===== src/rtl/exe_divider_pkg.sv =====
// Shared EXE-stage definitions: divider FSM encodings, step count
// and the exception cause codes used by the pipeline.
package exe_divider_pkg;

    localparam int DIV_STEPS = 32;
    localparam int DIV_CNT_W = $clog2(DIV_STEPS) + 1;

    typedef enum logic [1:0] {
        DIV_IDLE = 2'd0,
        DIV_CALC = 2'd1,
        DIV_DONE = 2'd2
    } div_state_e;

    localparam logic [4:0] EXC_INT  = 5'd0;
    localparam logic [4:0] EXC_ADEL = 5'd4;
    localparam logic [4:0] EXC_ADES = 5'd5;
    localparam logic [4:0] EXC_SYS  = 5'd8;
    localparam logic [4:0] EXC_BP   = 5'd9;
    localparam logic [4:0] EXC_RI   = 5'd10;
    localparam logic [4:0] EXC_OV   = 5'd12;

endpackage


===== src/rtl/exe_divider_div_restore_step.sv =====
// One combinational restoring-division step: trial subtract of the
// divisor from the shifted partial remainder, keep it if no borrow.
module div_restore_step #(
    parameter int W = 33
) (
    input  logic [W-1:0] prem_i,
    input  logic [W-1:0] dvs_i,
    output logic [W-1:0] rem_o,
    output logic         q_o
);

    logic [W-1:0] diff;

    // Trial subtraction; restore the old value when it would go negative
    always_comb begin
        diff  = prem_i - dvs_i;
        q_o   = (prem_i >= dvs_i);
        rem_o = q_o ? diff : prem_i;
    end

endmodule


===== src/rtl/exe_divider.sv =====
// Multi-cycle DIV/DIVU unit for the EXE stage: one restoring step per
// cycle on operand magnitudes, sign fix-up when the result is written.
module exe_divider
    import exe_divider_pkg::*;
#(
    parameter int WIDTH = 32
) (
    input  logic             clk,
    input  logic             resetn,
    input  logic             i_start,
    input  logic             i_is_unsigned,
    input  logic [WIDTH-1:0] i_dividend,
    input  logic [WIDTH-1:0] i_divisor,
    input  logic             i_cancel,
    output logic             o_busy,
    output logic             o_valid,
    output logic [WIDTH-1:0] o_quotient,
    output logic [WIDTH-1:0] o_remainder
);

    localparam logic [DIV_CNT_W-1:0] LAST_STEP = DIV_CNT_W'(DIV_STEPS - 1);

    div_state_e           state_q;
    logic [DIV_CNT_W-1:0] cnt_q;
    logic                 valid_q;
    logic [WIDTH-1:0]     quo_out_q;
    logic [WIDTH-1:0]     rem_out_q;
    logic [WIDTH:0]       rem_q;
    logic [WIDTH-1:0]     quo_q;
    logic [WIDTH:0]       dvs_q;
    logic                 neg_q_q;
    logic                 neg_r_q;

    logic                 sign_a;
    logic                 sign_b;
    logic [WIDTH-1:0]     mag_a_d;
    logic [WIDTH:0]       mag_b_d;
    logic [WIDTH:0]       shifted;
    logic [WIDTH:0]       rem_d;
    logic                 qbit;
    logic [WIDTH-1:0]     quo_d;
    logic [WIDTH-1:0]     quo_fin_d;
    logic [WIDTH-1:0]     rem_fin_d;

    // Operand signs and magnitudes; the dividend magnitude of
    // 0x80000000 is still exact when read as an unsigned value
    always_comb begin
        sign_a  = ~i_is_unsigned & i_dividend[WIDTH-1];
        sign_b  = ~i_is_unsigned & i_divisor[WIDTH-1];
        mag_a_d = sign_a ? -i_dividend : i_dividend;
        mag_b_d = sign_b ? -{1'b1, i_divisor} : {1'b0, i_divisor};
    end

    // Shift the next dividend bit into the partial remainder
    always_comb begin
        shifted = (rem_q << 1) | {{WIDTH{1'b0}}, quo_q[WIDTH-1]};
    end

    div_restore_step #(
        .W(WIDTH + 1)
    ) u_step (
        .prem_i(shifted),
        .dvs_i (dvs_q),
        .rem_o (rem_d),
        .q_o   (qbit)
    );

    // Quotient shift-in and final sign correction of both results
    always_comb begin
        quo_d     = {quo_q[WIDTH-2:0], qbit};
        quo_fin_d = neg_q_q ? -quo_d : quo_d;
        rem_fin_d = neg_r_q ? -rem_d[WIDTH-1:0] : rem_d[WIDTH-1:0];
    end

    // Control FSM with datapath registers and registered results
    always_ff @(posedge clk or negedge resetn) begin
        if (!resetn) begin
            state_q   <= DIV_IDLE;
            cnt_q     <= '0;
            valid_q   <= 1'b0;
            quo_out_q <= '0;
            rem_out_q <= '0;
            rem_q     <= '0;
            quo_q     <= '0;
            dvs_q     <= '0;
            neg_q_q   <= 1'b0;
            neg_r_q   <= 1'b0;
        end else begin
            valid_q <= 1'b0;
            if (i_cancel) begin
                state_q <= DIV_IDLE;
            end else begin
                unique case (state_q)
                    DIV_IDLE: begin
                        if (i_start) begin
                            cnt_q   <= '0;
                            rem_q   <= '0;
                            quo_q   <= mag_a_d;
                            dvs_q   <= mag_b_d;
                            neg_q_q <= sign_a ^ sign_b;
                            neg_r_q <= sign_a;
                            if (i_divisor == '0) begin
                                state_q   <= DIV_DONE;
                                valid_q   <= 1'b1;
                                quo_out_q <= '1;
                                rem_out_q <= i_dividend;
                            end else begin
                                state_q <= DIV_CALC;
                            end
                        end
                    end
                    DIV_CALC: begin
                        rem_q <= rem_d;
                        quo_q <= quo_d;
                        cnt_q <= cnt_q + DIV_CNT_W'(1);
                        if (cnt_q == LAST_STEP) begin
                            state_q   <= DIV_DONE;
                            valid_q   <= 1'b1;
                            quo_out_q <= quo_fin_d;
                            rem_out_q <= rem_fin_d;
                        end
                    end
                    DIV_DONE: begin
                        state_q <= DIV_IDLE;
                    end
                    default: begin
                        state_q <= DIV_IDLE;
                    end
                endcase
            end
        end
    end

    // Stall covers the start cycle; a flush suppresses the write strobe
    always_comb begin
        o_busy      = (state_q == DIV_CALC) |
                      ((state_q == DIV_IDLE) & i_start & ~i_cancel);
        o_valid     = valid_q & ~i_cancel;
        o_quotient  = quo_out_q;
        o_remainder = rem_out_q;
    end

endmodule


===== config.mk =====
export PLATFORM = sky130hd
export DESIGN_NAME = exe_divider
export DESIGN_NICKNAME = d
export VERILOG_FILES = /design/src/rtl/exe_divider_pkg.sv /design/src/rtl/exe_divider_div_restore_step.sv /design/src/rtl/exe_divider.sv
export SDC_FILE = /design/constraint.sdc
export NUM_CORES = 1
export LEC_CHECK = 0
export CORE_MARGIN = 2
export CORE_UTILIZATION = 58
export DETAILED_ROUTE_END_ITERATION = 12
export GPL_TIMING_DRIVEN = 0
export PLACE_DENSITY_LB_ADDON = 0.1
export SYNTH_ARGS = -nofsm -noshare
export SYNTH_HDL_FRONTEND = slang
export SYNTH_SLANG_ARGS = --single-unit

===== constraint.sdc =====
create_clock -name clk -period 7.3 [get_ports clk]
set_input_delay 1.095 -clock clk [delete_from_list [all_inputs] [get_ports clk]]
set_output_delay 1.095 -clock clk [all_outputs]
set_load 0.03 [all_outputs]

==> results.cfg <==
[run]
cap_violations = 0

[floorplanning]
die_area_sq_mm = 0.0220
dieHeight_um = 148
start_util = 0.594
num_rows = 52
pin_count = 135
core-area_sq_mm = 0.0204
die_x_um = 148

[detailed_routing]
wl_met3_um = 2130
topRoutingLayerUsed = met4
postRouteAntennaNets = 0
drtPass1Iterations = 7
drc_errors = 0
wl_per_cell_um = 19.1
drt_iter0_drc = 848
wl_met1_um = 14800
viasPerCell = 6.07
wl_met2_um = 18900
vias = 11800
wirelength_um = 37300

[place]
gp_congestion = 0.953
dp_hpwl_um = 29300
pre_cts_ws_ns = 0.272
portBuffers = 133

[pwr]
p_per_area_mw_per_mm2 = 417
swShare = 0.495
leakage_uw = 0.00614
clkPwrFrac = 0.166
p_switching_uw = 2980
max-vdd-ir-drop_uv = 193
p_comb_frac = 0.613
sequentialPowerShare = 0.221
p_int_uw = 3040

[synth]
ys_types = 75
syn-instance-count = 1514
synth_top_area_frac = 0.356
synth_edf_count = 0
synth_flop_cell = dfrtp_1
synth_seq_cells = 172
synth_area_leaders = dfrtp_1 (36%), o21ai_0 (7.2%), nand2_1 (6.3%)
ys_seq_area_frac = 0.356
synth_warnings = 0
netlist.top_cell.by_area = dfrtp_1
ys_async_sr_fraction = 1.00
synth_nets = 1622
syn_area_sq_mm = 0.0121
avgSynthCellArea_sq_um = 7.99

[finish]
fin_util = 0.709
most-common-layout-cells = nand2_1 (202), o21ai_0 (175), dfrtp_1 (172)
mostFrequentLayoutCell = nand2_1
layout-drive-gt1-share = 0.0405
layout.nets = 1774
synthToLayoutAreaGrowth_pct = 19.4
fillers = 1700

[timing]
clock.fmax_mhz = 150
setup_viol = 0
drv_slew = 0
tns_ns = 0
rsz0062_at_grt = no
period_needed_ns = 6.68
setup_ws_ns = 0.625
relSlewSlack = 0.349
worstMarginPinSlew_ns = 0.967
finalHoldViolCount = 0
clock-skew-final_ns = 0.0103
finalCritPeriodShare = 0.914

[clock_network]
root_buffer = clkbuf_16
cts_resized = 0
ctsHtreeMaxLevel = 4
holdBufCountCts = 0
insertion_delay_ns = 0.44
clock-sinks = 172
cts_buffer_depth = 2
cts_setup_buffers = 0
cts_made_buffers = 17
clk_pin_slew_ns = 0.07
cts_tree = done

[global_route]
grt_usage = 0.342
grt-ovfl-total = 0
grt_first_pass_wirelength_um = 58500
antenna_found_initial = 1
grt_max_degree = 125
grt_pass1_vias = 11200

[setup_path]
crit_type = reg2reg
arrival_ns = 6.99
startpoint_type = flop
cp_max_fo = 19
crit_path_end_kind = flop
cp.required_ns = 7.62

[min_path]
hold_class = reg2reg

[status]
outcome = completed
metal layers:
layer,track usage,up-vias
li1,-,5686
met1,0.414,5565
met2,0.614,488
met3,0.0454,101
met4,0.142,0
met5,0,-
through the flow:
| stage | std cells | power, uW | cell area [sq um] | hold WS, ns |
|---|---|---|---|---|
| after CTS | 1950 | 5960 | 14400 | 0.485 |
| after floorplan | 1514 | 3970 | 12100 | 0.450 |
| final | 1950 | 6020 | 14400 | 0.481 |
| after global routing | 1949 | 6440 | 14400 | 0.509 |
| after global placement | 1917 | 4890 | 13800 | 0.461 |
| after detailed placement | 1918 | 4940 | 13800 | 0.470 |
registers in the layout (all words and copies together) (netlist names), 2 cells and up:
name,cells
cnt_q,6
dvs_q,33
o_quotient,32
quo_q,32
rem_q,32
state_q,2
o_remainder,32
cell usage after synthesis (6+ instances only):
library cell	n
nand2_1	202
o21ai_0	175
dfrtp_1	172
nor2_1	141
a21oi_1	139
xor2_1	70
clkbuf_1	65
xnor2_1	61
inv_1	56
ha_1	38
nor3_1	38
mux2i_1	30
a31oi_1	27
or3_1	24
nand3_1	23
o31ai_1	23
and3_1	19
or4_1	16
a21o_1	15
o41ai_1	13
nor4_1	12
nand4_1	11
nor2b_1	10
buf_2	9
nand2b_1	9
a211oi_1	7
and2_1	7
o211ai_1	7
a22o_1	6
buf_1	6
or2_2	6
worst paths after layout:
kind                       cells after the start                     endpoint  slack, ns                  from
max                                           22  o_remainder[26]$_DFFE_PN0P_       0.62  rem_q[7]$_DFFE_PN0P_
min                                            2         dvs_q[2]$_DFFE_PN0P_       0.48  dvs_q[2]$_DFFE_PN0P_
max reg2reg                                   22  o_remainder[26]$_DFFE_PN0P_       0.62  rem_q[7]$_DFFE_PN0P_
min reg2reg                                    2         dvs_q[2]$_DFFE_PN0P_       0.48  dvs_q[2]$_DFFE_PN0P_
max in group asynchronous                      2  o_remainder[31]$_DFFE_PN0P_       5.84                resetn
min in group asynchronous                      1    o_quotient[2]$_DFFE_PN0P_       0.53                resetn
area by class of cell:
| cell class | instances | area, sq um | share of cell area |
|---|---|---|---|
| Multi-Input combinational cell | 1199 | 7220 | 0.501 |
| Tap cell | 270 | 338 | 0.0234 |
| Inverter | 57 | 214 | 0.0148 |
| Buffer | 85 | 349 | 0.0242 |
| Antenna cell | 1 | 2.50 | 0.000173 |
| Clock buffer | 18 | 429 | 0.0297 |
| Clock inverter | 14 | 208 | 0.0144 |
| Sequential cell | 172 | 4300 | 0.298 |
| Timing Repair Buffer | 134 | 1360 | 0.0945 |
kinds of logic (layout without fill, tap and decap cells):
logic type | after synthesis | count (layout) | synth area share
muxes | 30 | 30 | 0.0248
and+or+nand+nor | 535 | 535 | 0.205
xor gates and xnor gates | 131 | 131 | 0.0949
buffers and inverters | 143 | 308 | 0.0469
other | 0 | 1 | 0
adders and majority gates | 39 | 39 | 0.0410
DFF | 172 | 172 | 0.356
AOI/OAI and AO/OA | 464 | 464 | 0.232
power groups by stage:
| stage | Sequential [uW] | Combinational (uW) | Clock (uW) |
|---|---|---|---|
| detailed placement | 1330 | 3610 | 0 |
| finish | 1330 | 3690 | 1000 |
| CTS | 1320 | 3640 | 997 |
| global placement | 1330 | 3560 | 0 |
| floorplan | 1290 | 2680 | 0 |
| global route | 1350 | 4040 | 1050 |
worst max-delay path, cell delays in order (launching register included):
cell and delay [ns]:
dfrtp_1 0.45, ha_1 0.34, buf_4 0.18, nand4_1 0.23, nor4_2 0.43, nand4_1 0.17
o221a_1 0.29, nand3_2 0.14, buf_6 0.20, buf_2 0.47, clkbuf_1 0.55, nand2_1 0.13
o21ai_0 0.18, ha_1 0.32, nand2_1 0.06, or3_1 0.35, or4b_1 0.48, o21a_1 0.27
or4_1 0.43, buf_2 0.18, o31ai_1 0.29, mux2i_1 0.26, nand3_1 0.11
No activity file was read; power rests on OpenSTA's default activity.
